[config.mk]
export PLATFORM = sky130hd
export DESIGN_NAME = vxe_axi4mas_biu_mo
export DESIGN_NICKNAME = d
export VERILOG_FILES = /design/src/rtl/vxe_axi4_pkg.sv /design/src/rtl/vxe_axi4_skid.sv /design/src/rtl/vxe_axi4mas_biu_mo.sv
export SDC_FILE = /design/constraint.sdc
export NUM_CORES = 1
export LEC_CHECK = 0
export CAP_MARGIN = 10
export CORE_MARGIN = 2
export CORE_UTILIZATION = 25
export CTS_CLUSTER_SIZE = 10
export DETAILED_ROUTE_END_ITERATION = 8
export PLACE_DENSITY = 0.69
export SLEW_MARGIN = 20
export SYNTH_ARGS = -nofsm -noshare
export SYNTH_HDL_FRONTEND = slang
export SYNTH_HIERARCHICAL = 1
export SYNTH_SLANG_ARGS = --single-unit
[constraint.sdc]
create_clock -name M_AXI4_ACLK -period 12.1 [get_ports M_AXI4_ACLK]
set_input_delay 2.42 -clock M_AXI4_ACLK [delete_from_list [all_inputs] [get_ports M_AXI4_ACLK]]
set_output_delay 2.42 -clock M_AXI4_ACLK [all_outputs]
set_load 0.02 [all_outputs]
[src/rtl/vxe_axi4_pkg.sv]
// Shared AXI4 constants for the BIU masters.
// Holds the fixed burst/cache/prot attributes, the response codes and a helper
// that turns a data-bus width into the AxSIZE encoding.
package vxe_axi4_pkg;

    localparam logic [1:0] BURST_INCR  = 2'b01;
    localparam logic [3:0] AXI_CACHE   = 4'b0011;  // bufferable + modifiable
    localparam logic [2:0] AXI_PROT    = 3'b000;

    localparam logic [1:0] RESP_OKAY   = 2'b00;
    localparam logic [1:0] RESP_EXOKAY = 2'b01;
    localparam logic [1:0] RESP_SLVERR = 2'b10;
    localparam logic [1:0] RESP_DECERR = 2'b11;

    // AxSIZE for a single full-width beat
    function automatic logic [2:0] axi_size(input int unsigned data_width);
        return 3'($clog2(data_width / 8));
    endfunction

endpackage

[src/rtl/vxe_axi4_skid.sv]
// One-entry response skid register.
// Captures an AXI response beat and pushes it into a downstream FIFO. A capture
// and a drain in the same cycle replace the entry, so one beat per cycle flows.
// Ports:
//   clk_i, rst_i       clock, asynchronous active-high reset
//   in_valid_i/_data_i AXI side beat (xVALID and payload)
//   in_ready_o         AXI side xREADY
//   out_ready_i        downstream FIFO not full
//   out_push_o         downstream push strobe
//   out_data_o         entry presented to the downstream FIFO
module vxe_axi4_skid #(
    parameter int unsigned WIDTH = 8
) (
    input  logic             clk_i,
    input  logic             rst_i,
    input  logic             in_valid_i,
    input  logic [WIDTH-1:0] in_data_i,
    output logic             in_ready_o,
    input  logic             out_ready_i,
    output logic             out_push_o,
    output logic [WIDTH-1:0] out_data_o
);

    logic             full_q, full_d;
    logic [WIDTH-1:0] data_q;
    logic             capture;

    assign in_ready_o = !full_q || out_ready_i;
    assign out_push_o = full_q && out_ready_i;
    assign out_data_o = data_q;
    assign capture    = in_valid_i && in_ready_o;

    always_comb begin
        full_d = full_q;
        if (capture) begin
            full_d = 1'b1;
        end else if (out_push_o) begin
            full_d = 1'b0;
        end
    end

    always_ff @(posedge clk_i or posedge rst_i) begin
        if (rst_i) begin
            full_q <= 1'b0;
        end else begin
            full_q <= full_d;
        end
    end

    // Payload carries no reset; full_q qualifies it.
    always_ff @(posedge clk_i) begin
        if (capture) begin
            data_q <= in_data_i;
        end
    end

endmodule

[src/rtl/vxe_axi4mas_biu_mo.sv]
// AXI4 master bus interface unit with multiple outstanding transactions.
// Pops single-beat write/read requests from BIU request FIFOs, issues them on
// AXI4 (AW+W, AR) and pushes B/R responses into BIU response FIFOs. The client
// ID travels as the AXI ID so responses can return out of order.
// Ports:
//   M_AXI4_ACLK/ARESET   clock, asynchronous active-high reset
//   M_AXI4_AW*/W*/B*     write address, data and response channels
//   M_AXI4_AR*/R*        read address and data channels
//   biu_aw*/biu_awpop    write request FIFO head and pop
//   biu_b*/biu_bpush     write response FIFO push
//   biu_ar*/biu_arpop    read request FIFO head and pop
//   biu_r*/biu_rpush     read response FIFO push
module vxe_axi4mas_biu_mo
    import vxe_axi4_pkg::*;
#(
    parameter int unsigned ADDR_WIDTH = 32,
    parameter int unsigned DATA_WIDTH = 32,
    parameter int unsigned ID_WIDTH   = 8,
    parameter int unsigned CID_WIDTH  = 8,
    parameter int unsigned MAX_OUTST  = 4
) (
    input  logic                    M_AXI4_ACLK,
    input  logic                    M_AXI4_ARESET,
    output logic [ID_WIDTH-1:0]     M_AXI4_AWID,
    output logic [ADDR_WIDTH-1:0]   M_AXI4_AWADDR,
    output logic [7:0]              M_AXI4_AWLEN,
    output logic [2:0]              M_AXI4_AWSIZE,
    output logic [1:0]              M_AXI4_AWBURST,
    output logic                    M_AXI4_AWLOCK,
    output logic [3:0]              M_AXI4_AWCACHE,
    output logic [2:0]              M_AXI4_AWPROT,
    output logic                    M_AXI4_AWVALID,
    input  logic                    M_AXI4_AWREADY,
    output logic [DATA_WIDTH-1:0]   M_AXI4_WDATA,
    output logic [DATA_WIDTH/8-1:0] M_AXI4_WSTRB,
    output logic                    M_AXI4_WLAST,
    output logic                    M_AXI4_WVALID,
    input  logic                    M_AXI4_WREADY,
    input  logic [ID_WIDTH-1:0]     M_AXI4_BID,
    input  logic [1:0]              M_AXI4_BRESP,
    input  logic                    M_AXI4_BVALID,
    output logic                    M_AXI4_BREADY,
    output logic [ID_WIDTH-1:0]     M_AXI4_ARID,
    output logic [ADDR_WIDTH-1:0]   M_AXI4_ARADDR,
    output logic [7:0]              M_AXI4_ARLEN,
    output logic [2:0]              M_AXI4_ARSIZE,
    output logic [1:0]              M_AXI4_ARBURST,
    output logic                    M_AXI4_ARLOCK,
    output logic [3:0]              M_AXI4_ARCACHE,
    output logic [2:0]              M_AXI4_ARPROT,
    output logic                    M_AXI4_ARVALID,
    input  logic                    M_AXI4_ARREADY,
    input  logic [ID_WIDTH-1:0]     M_AXI4_RID,
    input  logic [DATA_WIDTH-1:0]   M_AXI4_RDATA,
    input  logic [1:0]              M_AXI4_RRESP,
    input  logic                    M_AXI4_RLAST,
    input  logic                    M_AXI4_RVALID,
    output logic                    M_AXI4_RREADY,
    input  logic [CID_WIDTH-1:0]    biu_awcid,
    input  logic [ADDR_WIDTH-1:0]   biu_awaddr,
    input  logic [DATA_WIDTH-1:0]   biu_awdata,
    input  logic [DATA_WIDTH/8-1:0] biu_awstrb,
    input  logic                    biu_awvalid,
    output logic                    biu_awpop,
    output logic [CID_WIDTH-1:0]    biu_bcid,
    output logic [1:0]              biu_bresp,
    input  logic                    biu_bready,
    output logic                    biu_bpush,
    input  logic [CID_WIDTH-1:0]    biu_arcid,
    input  logic [ADDR_WIDTH-1:0]   biu_araddr,
    input  logic                    biu_arvalid,
    output logic                    biu_arpop,
    output logic [CID_WIDTH-1:0]    biu_rcid,
    output logic [DATA_WIDTH-1:0]   biu_rdata,
    output logic [1:0]              biu_rresp,
    input  logic                    biu_rready,
    output logic                    biu_rpush
);

    localparam int unsigned   CntW   = $clog2(MAX_OUTST + 1);
    localparam logic [CntW-1:0] CntMax = CntW'(MAX_OUTST);
    localparam int unsigned   BW     = CID_WIDTH + 2;
    localparam int unsigned   RW     = CID_WIDTH + DATA_WIDTH + 2;

    logic awvalid_q, awvalid_d, wvalid_q, wvalid_d, arvalid_q, arvalid_d;
    logic [CntW-1:0] wr_cnt_q, wr_cnt_d, rd_cnt_q, rd_cnt_d;
    logic [ID_WIDTH-1:0]     awid_q, arid_q;
    logic [ADDR_WIDTH-1:0]   awaddr_q, araddr_q;
    logic [DATA_WIDTH-1:0]   wdata_q;
    logic [DATA_WIDTH/8-1:0] wstrb_q;
    logic aw_free, w_free, ar_free, aw_pop, ar_pop;
    logic [BW-1:0] b_out;
    logic [RW-1:0] r_out;
    logic unused_in;

    // RLAST is ignored; upper ID bits beyond the client ID carry nothing.
    assign unused_in = ^{M_AXI4_RLAST, M_AXI4_BID, M_AXI4_RID};

    // A register is free when empty or being handshaked this cycle.
    assign aw_free = !awvalid_q || M_AXI4_AWREADY;
    assign w_free  = !wvalid_q || M_AXI4_WREADY;
    assign ar_free = !arvalid_q || M_AXI4_ARREADY;

    // Pops are gated by reset so nothing leaves the request FIFOs while in reset.
    assign aw_pop = !M_AXI4_ARESET && biu_awvalid && (wr_cnt_q < CntMax) && aw_free && w_free;
    assign ar_pop = !M_AXI4_ARESET && biu_arvalid && (rd_cnt_q < CntMax) && ar_free;
    assign biu_awpop = aw_pop;
    assign biu_arpop = ar_pop;

    always_comb begin
        awvalid_d = aw_pop || (awvalid_q && !M_AXI4_AWREADY);
        wvalid_d  = aw_pop || (wvalid_q && !M_AXI4_WREADY);
        arvalid_d = ar_pop || (arvalid_q && !M_AXI4_ARREADY);

        wr_cnt_d = wr_cnt_q;
        if (aw_pop && !biu_bpush) begin
            wr_cnt_d = wr_cnt_q + CntW'(1);
        end else if (!aw_pop && biu_bpush && (wr_cnt_q != '0)) begin
            wr_cnt_d = wr_cnt_q - CntW'(1);
        end

        rd_cnt_d = rd_cnt_q;
        if (ar_pop && !biu_rpush) begin
            rd_cnt_d = rd_cnt_q + CntW'(1);
        end else if (!ar_pop && biu_rpush && (rd_cnt_q != '0)) begin
            rd_cnt_d = rd_cnt_q - CntW'(1);
        end
    end

    always_ff @(posedge M_AXI4_ACLK or posedge M_AXI4_ARESET) begin
        if (M_AXI4_ARESET) begin
            awvalid_q <= 1'b0;
            wvalid_q  <= 1'b0;
            arvalid_q <= 1'b0;
            wr_cnt_q  <= '0;
            rd_cnt_q  <= '0;
        end else begin
            awvalid_q <= awvalid_d;
            wvalid_q  <= wvalid_d;
            arvalid_q <= arvalid_d;
            wr_cnt_q  <= wr_cnt_d;
            rd_cnt_q  <= rd_cnt_d;
        end
    end

    // Payload only loads on pop, which can only happen when the register is free,
    // so it stays stable while VALID is waiting for READY.
    always_ff @(posedge M_AXI4_ACLK) begin
        if (aw_pop) begin
            awid_q   <= ID_WIDTH'(biu_awcid);
            awaddr_q <= biu_awaddr;
            wdata_q  <= biu_awdata;
            wstrb_q  <= biu_awstrb;
        end
        if (ar_pop) begin
            arid_q   <= ID_WIDTH'(biu_arcid);
            araddr_q <= biu_araddr;
        end
    end

    assign M_AXI4_AWID    = awid_q;
    assign M_AXI4_AWADDR  = awaddr_q;
    assign M_AXI4_AWVALID = awvalid_q;
    assign M_AXI4_WDATA   = wdata_q;
    assign M_AXI4_WSTRB   = wstrb_q;
    assign M_AXI4_WVALID  = wvalid_q;
    assign M_AXI4_WLAST   = wvalid_q;
    assign M_AXI4_ARID    = arid_q;
    assign M_AXI4_ARADDR  = araddr_q;
    assign M_AXI4_ARVALID = arvalid_q;

    assign M_AXI4_AWLEN   = 8'd0;
    assign M_AXI4_AWSIZE  = axi_size(DATA_WIDTH);
    assign M_AXI4_AWBURST = BURST_INCR;
    assign M_AXI4_AWLOCK  = 1'b0;
    assign M_AXI4_AWCACHE = AXI_CACHE;
    assign M_AXI4_AWPROT  = AXI_PROT;
    assign M_AXI4_ARLEN   = 8'd0;
    assign M_AXI4_ARSIZE  = axi_size(DATA_WIDTH);
    assign M_AXI4_ARBURST = BURST_INCR;
    assign M_AXI4_ARLOCK  = 1'b0;
    assign M_AXI4_ARCACHE = AXI_CACHE;
    assign M_AXI4_ARPROT  = AXI_PROT;

    vxe_axi4_skid #(
        .WIDTH (BW)
    ) u_b_skid (
        .clk_i       (M_AXI4_ACLK),
        .rst_i       (M_AXI4_ARESET),
        .in_valid_i  (M_AXI4_BVALID),
        .in_data_i   ({M_AXI4_BID[CID_WIDTH-1:0], M_AXI4_BRESP}),
        .in_ready_o  (M_AXI4_BREADY),
        .out_ready_i (biu_bready),
        .out_push_o  (biu_bpush),
        .out_data_o  (b_out)
    );

    vxe_axi4_skid #(
        .WIDTH (RW)
    ) u_r_skid (
        .clk_i       (M_AXI4_ACLK),
        .rst_i       (M_AXI4_ARESET),
        .in_valid_i  (M_AXI4_RVALID),
        .in_data_i   ({M_AXI4_RID[CID_WIDTH-1:0], M_AXI4_RDATA, M_AXI4_RRESP}),
        .in_ready_o  (M_AXI4_RREADY),
        .out_ready_i (biu_rready),
        .out_push_o  (biu_rpush),
        .out_data_o  (r_out)
    );

    assign {biu_bcid, biu_bresp}            = b_out;
    assign {biu_rcid, biu_rdata, biu_rresp} = r_out;

endmodule

==> metrics.cfg, run 1 <==
[grt]
top_usage_layer = met2
grt_pass1_wl_mm = 24.2
grt_usage = 0.131
overflow = 0
use_met3 = 0.0491
use_met2 = 0.236
grt_pass1_vias = 3743
grt_max_degree = 70
antenna_found_initial = 1
grt_use_met1 = 0.144

[power]
worst_ir_drop_vdd_mv = 0.0799
p_leak_uw = 0.00368
switchingPower_uw = 403
p_total_uw = 1530
pwr-share-comb = 0.161
cellPowerDensity_nw_per_um2 = 147
p_sw_frac = 0.263
seqPwrFrac = 0.489
internal-power_uw = 1130
power_frac_clock = 0.350

[timing]
hold_slack_ps = 526
worst_pin_slew_ps = 865
slew_headroom = 0.423
post-route-min-period_ps = 6940
rsz0062_at_grt = false
fin_tns_setup_ps = 0
setup_viol = 0
finClkSkew_ps = 14.8
finalMaxSlewViolations = 0
fmax_ghz = 0.144
post-route-period-util = 0.573
hold_violations = 0

[clock_network]
cts-root-buf = clkbuf_16
post-cts-setup-buffer-count = 0
cts.sinks = 179
clk_pin_slew_ps = 80
clockBufferDepth = 2
cts_buffers = 17
clock_latency_ps = 420
ctsHoldBuffers = 0
ctsResizeCount = 0
cts_max_level = 4
cts_tree = yes

[placement]
dpl-instance-area_um2 = 9890
portBuffers = 356
dp.cells = 958
hpwl_mm = 13.4
place_congestion = 0.810

[drt]
drc = 0
dr.pass1.iters = 6
vias = 3760
drt_iter0_markers = 266
ant_nets = 0
viasPerCell = 3.80
wire_per_inst_um = 17.5
wl_mm = 17.4

[logic_synthesis]
synthesis.area_um2 = 6080
syn_inst = 281
async_flop_share = 0.0615
synth_ff_type = edfxtp_1
synth_warnings = 6
ys_ff_latch = 179
avgSynthCellArea_um2 = 21.6
synth-seq-area-share = 0.875
synth_edf_count = 168
synthDistinctLibCells = 37

[run_status]
outcome = finished clean

[critical_path]
crit_path_start = M_AXI4_ARESET
regToRegStartpoint = u_r_skid/full_q
r2r_slack_ps = 9470
slowest_delay_ps = 710
cp_max_fo = 43
cp-end-kind = output port
cp_slowest_cell = clkdlybuf4s50_1
cp.required_ps = 9680
crit_type = in2out
critPathArrivalTime_ps = 4520
r2r_cells = 7
timing.rr.end = rd_cnt_q[1]
crit_path_start_kind = primary input
critPathCapture = biu_arpop
timing.critical_path.mode_cell = clkdlybuf4s50_1
worstPathCellList = clkdlybuf4s50_1 -> nand2b_4 -> nor3_2 -> buf_4 -> clkdlybuf4s50_1

[job]
cap_violations = 0

[floorplan]
core.rowCount = 57
dieArea_um2 = 25600
die_w_um = 160
die_y_um = 160
initial_core_util = 0.252
num_io_pins = 400
coreArea_um2 = 24100

[layout]
final_layout_size_suffix_gt1_frac = 0.0662
final_cell_mix = clkdlybuf4s50_1 (356), edfxtp_1 (168), conb_1 (42), clkbuf_16 (17), dfrtp_1 (11)
fill_cells = 2169
synthToLayoutAreaGrowth_pct = 72.1
nNetsFinal = 835
final_cells = 989
final_common_cell = clkdlybuf4s50_1
diodes = 0
fin_area_um2 = 10500

[hold_path]
hold_class = reg2reg

synthesized netlist by cell type, types with 2 or more instances:
master | instances | area (um2)
conb_1 | 2 | 7.51
dfrtp_1 | 11 | 275
mux2i_1 | 2 | 20.0
nor3_1 | 2 | 10.0
nand2_1 | 4 | 15.0
inv_1 | 5 | 18.8
nand2b_1 | 4 | 25.0
and2_1 | 2 | 12.5
and2_4 | 2 | 17.5
o21bai_1 | 2 | 15.0
nand2b_4 | 3 | 41.3
xor2_1 | 2 | 17.5
fa_1 | 2 | 40.0
nor2_1 | 4 | 15.0
a32o_1 | 2 | 20.0
nand3_1 | 2 | 10.0
edfxtp_1 | 168 | 5040
buf_4 | 43 | 323
power by group through the flow:
stage / logic (uW) / registers (uW) / clock network (uW)
2_1_floorplan: 71.3 / 808 / 0
3_3_place_gp: 243 / 763 / 0
3_5_place_dp: 248 / 765 / 0
4_1_cts: 249 / 751 / 555
5_1_grt: 261 / 756 / 573
6_report: 247 / 750 / 538
how the worst min path moves through the flow:
stage | from | endpoint | cells past startpoint
5_1_grt | wr_cnt_q[2] | wr_cnt_q[2] | 1
3_5_place_dp | wr_cnt_q[2] | wr_cnt_q[2] | 1
4_1_cts | wr_cnt_q[2] | wr_cnt_q[2] | 1
3_3_place_gp | wr_cnt_q[2] | wr_cnt_q[2] | 1
6_report | wr_cnt_q[2] | wr_cnt_q[2] | 1
2_1_floorplan | wr_cnt_q[2] | wr_cnt_q[2] | 1
registers in the layout, indices dropped and copies added (netlist names):
register	cells
M_AXI4_ARID	8
M_AXI4_ARADDR	32
u_b_skid/full_q	1
M_AXI4_AWADDR	32
M_AXI4_AWID	8
M_AXI4_AWVALID	1
M_AXI4_WSTRB	4
rd_cnt_q	3
M_AXI4_ARVALID	1
M_AXI4_WDATA	32
u_r_skid/full_q	1
wr_cnt_q	3
u_r_skid/out_data_o	42
u_b_skid/out_data_o	10
M_AXI4_WLAST	1
stage by stage:
step	setup WS [ps]	utilization
2_1_floorplan	3880	-
3_3_place_gp	5120	0.410
3_5_place_dp	5140	0.410
4_1_cts	5130	0.434
5_1_grt	5020	0.434
6_report	5160	0.434
layer usage:
metal,share of wire,wire [um],vias to the layer above
met1,0.38,6540,1836
met2,0.53,9130,192
li1,-,-,1714
met3,0.083,1440,16
met5,0.00058,10,-
met4,0.013,231,2
layout make-up:
class                      count  area, um2  share of cell area
clock buffer                  17        425              0.0407
multi-input combinational     92        563              0.0538
sequential                   179       5320               0.509
inverter                       5       18.8             0.00179
tap                          324        405              0.0388
clock inverter                14        148              0.0141
timing repair buffer         358       3580               0.342
cell families after synthesis:
logic type	share of synthesized area
AO/OA/AOI/OAI	0.0156
XOR/XNOR	0.00432
adder cells (fa/ha/maj)	0.00659
buffers and inverters	0.0576
flip-flops	0.875
multiplexers	0.00515
other	0.00124
AND/OR/NAND/NOR	0.0342
worst max-delay path, delay by kind of cell:
kind	cells	cell delay, ps
buffers and inverters	3	1740
AND/OR/NAND/NOR	2	320
No activity file was read; power rests on OpenSTA's default activity.
==> inputs of run 2 (changes only) <==
==> constraint.sdc (replaced) <==
create_clock -name M_AXI4_ACLK -period 6.8 [get_ports M_AXI4_ACLK]
set_input_delay 1.36 -clock M_AXI4_ACLK [delete_from_list [all_inputs] [get_ports M_AXI4_ACLK]]
set_output_delay 1.36 -clock M_AXI4_ACLK [all_outputs]
set_load 0.02 [all_outputs]
==> run 2 against run 1 <==
Net effect:
- combinational power rose by 77%
- largest cell class unchanged
- final cell count stayed put
- largest power group unchanged
- critical path type unchanged
- utilization about the same
- sequential power increased by 79%
==> metrics.cfg, run 2 (synthesis gave the netlist of run 1 again) <==
[grt]
overflow = 0  ; unchanged
grt_pass1_vias = 3795  ; was 3743
grt_usage = 0.131  ; about the same
grt_pass1_wl_mm = 24.5  ; was 24.2 mm
antenna_found_initial = 0  ; was 1
grt_max_degree = 77  ; was 70

[floorplan]
die_w_um = 160  ; unchanged
coreArea_um2 = 24100  ; unchanged
die_y_um = 160  ; unchanged
dieArea_um2 = 25600  ; unchanged
core.rowCount = 57  ; unchanged
num_io_pins = 400  ; unchanged
initial_core_util = 0.252  ; unchanged

[timing]
fin_tns_setup_ps = 0  ; unchanged
post-route-min-period_ps = 4810
slew_headroom = 0.344  ; was 0.423
worst_pin_slew_ps = 984  ; was 865 ps
fmax_ghz = 0.208
post-route-period-util = 0.707
finalMaxSlewViolations = 0  ; unchanged
rsz0062_at_grt = false  ; unchanged
setup_viol = 0  ; unchanged
hold_violations = 0  ; unchanged
finClkSkew_ps = 11.7  ; was 14.8 ps

[clock_network]
cts_buffers = 17  ; unchanged
clk_pin_slew_ps = 70  ; was 80 ps
clockBufferDepth = 2  ; unchanged
cts-root-buf = clkbuf_16  ; unchanged
ctsHoldBuffers = 0  ; unchanged
cts_max_level = 4  ; unchanged
post-cts-setup-buffer-count = 0  ; unchanged
cts.sinks = 179  ; unchanged
ctsResizeCount = 0  ; unchanged
cts_tree = yes  ; unchanged
clock_latency_ps = 420  ; about the same

[critical_path]
cp.required_ps = 5440  ; was 9680 ps
r2r_slack_ps = 4180  ; was 9470 ps
cp-end-kind = output port  ; unchanged
cp_max_fo = 43  ; unchanged
critPathArrivalTime_ps = 3450  ; was 4520 ps
crit_type = in2out  ; unchanged
crit_path_start_kind = primary input  ; unchanged

[layout]
fill_cells = 2127  ; was 2169
final_util = 0.434  ; about the same
final_common_cell = clkdlybuf4s50_1  ; unchanged
final_cell_mix = clkdlybuf4s50_1 (356), edfxtp_1 (168), conb_1 (42), clkbuf_16 (17), dfrtp_1 (11)  ; unchanged
nNetsFinal = 835  ; unchanged
synthToLayoutAreaGrowth_pct = 72.0  ; was 72.1%
final_layout_size_suffix_gt1_frac = 0.0662  ; unchanged
diodes = 0  ; unchanged
largest_register_ffs = 42  ; unchanged

[power]
pwr-share-comb = 0.161  ; about the same
seqPwrFrac = 0.491  ; was 0.489
switchingPower_uw = 708  ; was 403 uW
p_leak_uw = 0.00367  ; was 0.00368 uW
p_sw_frac = 0.260  ; was 0.263
worst_ir_drop_vdd_mv = 0.156  ; was 0.0799 mV
internal-power_uw = 2010  ; was 1130 uW
power_frac_clock = 0.348  ; was 0.350
p_total_uw = 2720  ; was 1530 uW
cellPowerDensity_nw_per_um2 = 260  ; was 147 nW/um2

[placement]
hpwl_mm = 13.3  ; was 13.4 mm
portBuffers = 356  ; unchanged
place_congestion = 0.803  ; was 0.810

[hold_path]
hold_class = reg2reg  ; unchanged

[drt]
ant_nets = 0  ; unchanged
viasPerCell = 3.81  ; was 3.80
dr.pass1.iters = 4  ; was 6
vias = 3771  ; was 3760
drt_iter0_markers = 230  ; was 266
wire_per_inst_um = 17.4  ; was 17.5 um
drc = 0  ; unchanged
wl_mm = 17.2  ; was 17.4 mm

[run_status]
outcome = finished clean  ; unchanged

[job]
cap_violations = 0  ; unchanged

run 2: final timing paths:
check,start,end,depth (start not counted)
max,M_AXI4_ARESET,biu_arpop,5
min,wr_cnt_q[2],wr_cnt_q[2],1
max reg2reg,u_r_skid/full_q,rd_cnt_q[1],7
min reg2reg,wr_cnt_q[2],wr_cnt_q[2],1
max in group asynchronous,M_AXI4_ARESET,wr_cnt_q[0],2
min in group asynchronous,M_AXI4_ARESET,u_b_skid/full_q,2
run 2: per-layer routing:
layer,up-vias,part of all wire,track usage
li1,1721,-,-
met1,1851,0.39,0.151
met2,184,0.53,0.233
met3,15,0.070,0.0371
met4,0,0.015,0.0442
met5,-,0,0
run 2: final cells by class:
class | instances | area [um2] | share of cell area
clock inverters | 14 | 143 | 0.0136
repair buffers | 358 | 3580 | 0.342
inverters | 5 | 18.8 | 0.00180
clock buffers | 17 | 425 | 0.0407
multi-input cells | 92 | 563 | 0.0539
well taps | 324 | 405 | 0.0388
flip-flops and latches | 179 | 5320 | 0.509
run 2: power by group through the flow:
| stage | clock, uW | sequential (uW) | combinational [uW] |
|---|---|---|---|
| CTS | 978 | 1340 | 441 |
| global route | 1020 | 1350 | 460 |
| detailed placement | 0 | 1360 | 438 |
| finish | 946 | 1340 | 438 |
| floorplan | 0 | 1440 | 127 |
| global placement | 0 | 1360 | 433 |
run 2: worst max-delay path, cell delays in order:
cell             delay [ps]
clkdlybuf4s50_1         530
nand2b_4                210
nor3_2                  100
buf_4                   500
clkdlybuf4s50_1         720
run 2: through the flow:
stage	instance area (um2)	hold WS, ps	cells	setup WS, ps
after detailed placement	9890	507	958	1940
after global placement	9890	503	958	1950
after CTS	10500	522	989	1940
after global routing	10500	543	989	1860
after floorplan	6230	470	321	705
final	10500	523	989	1990
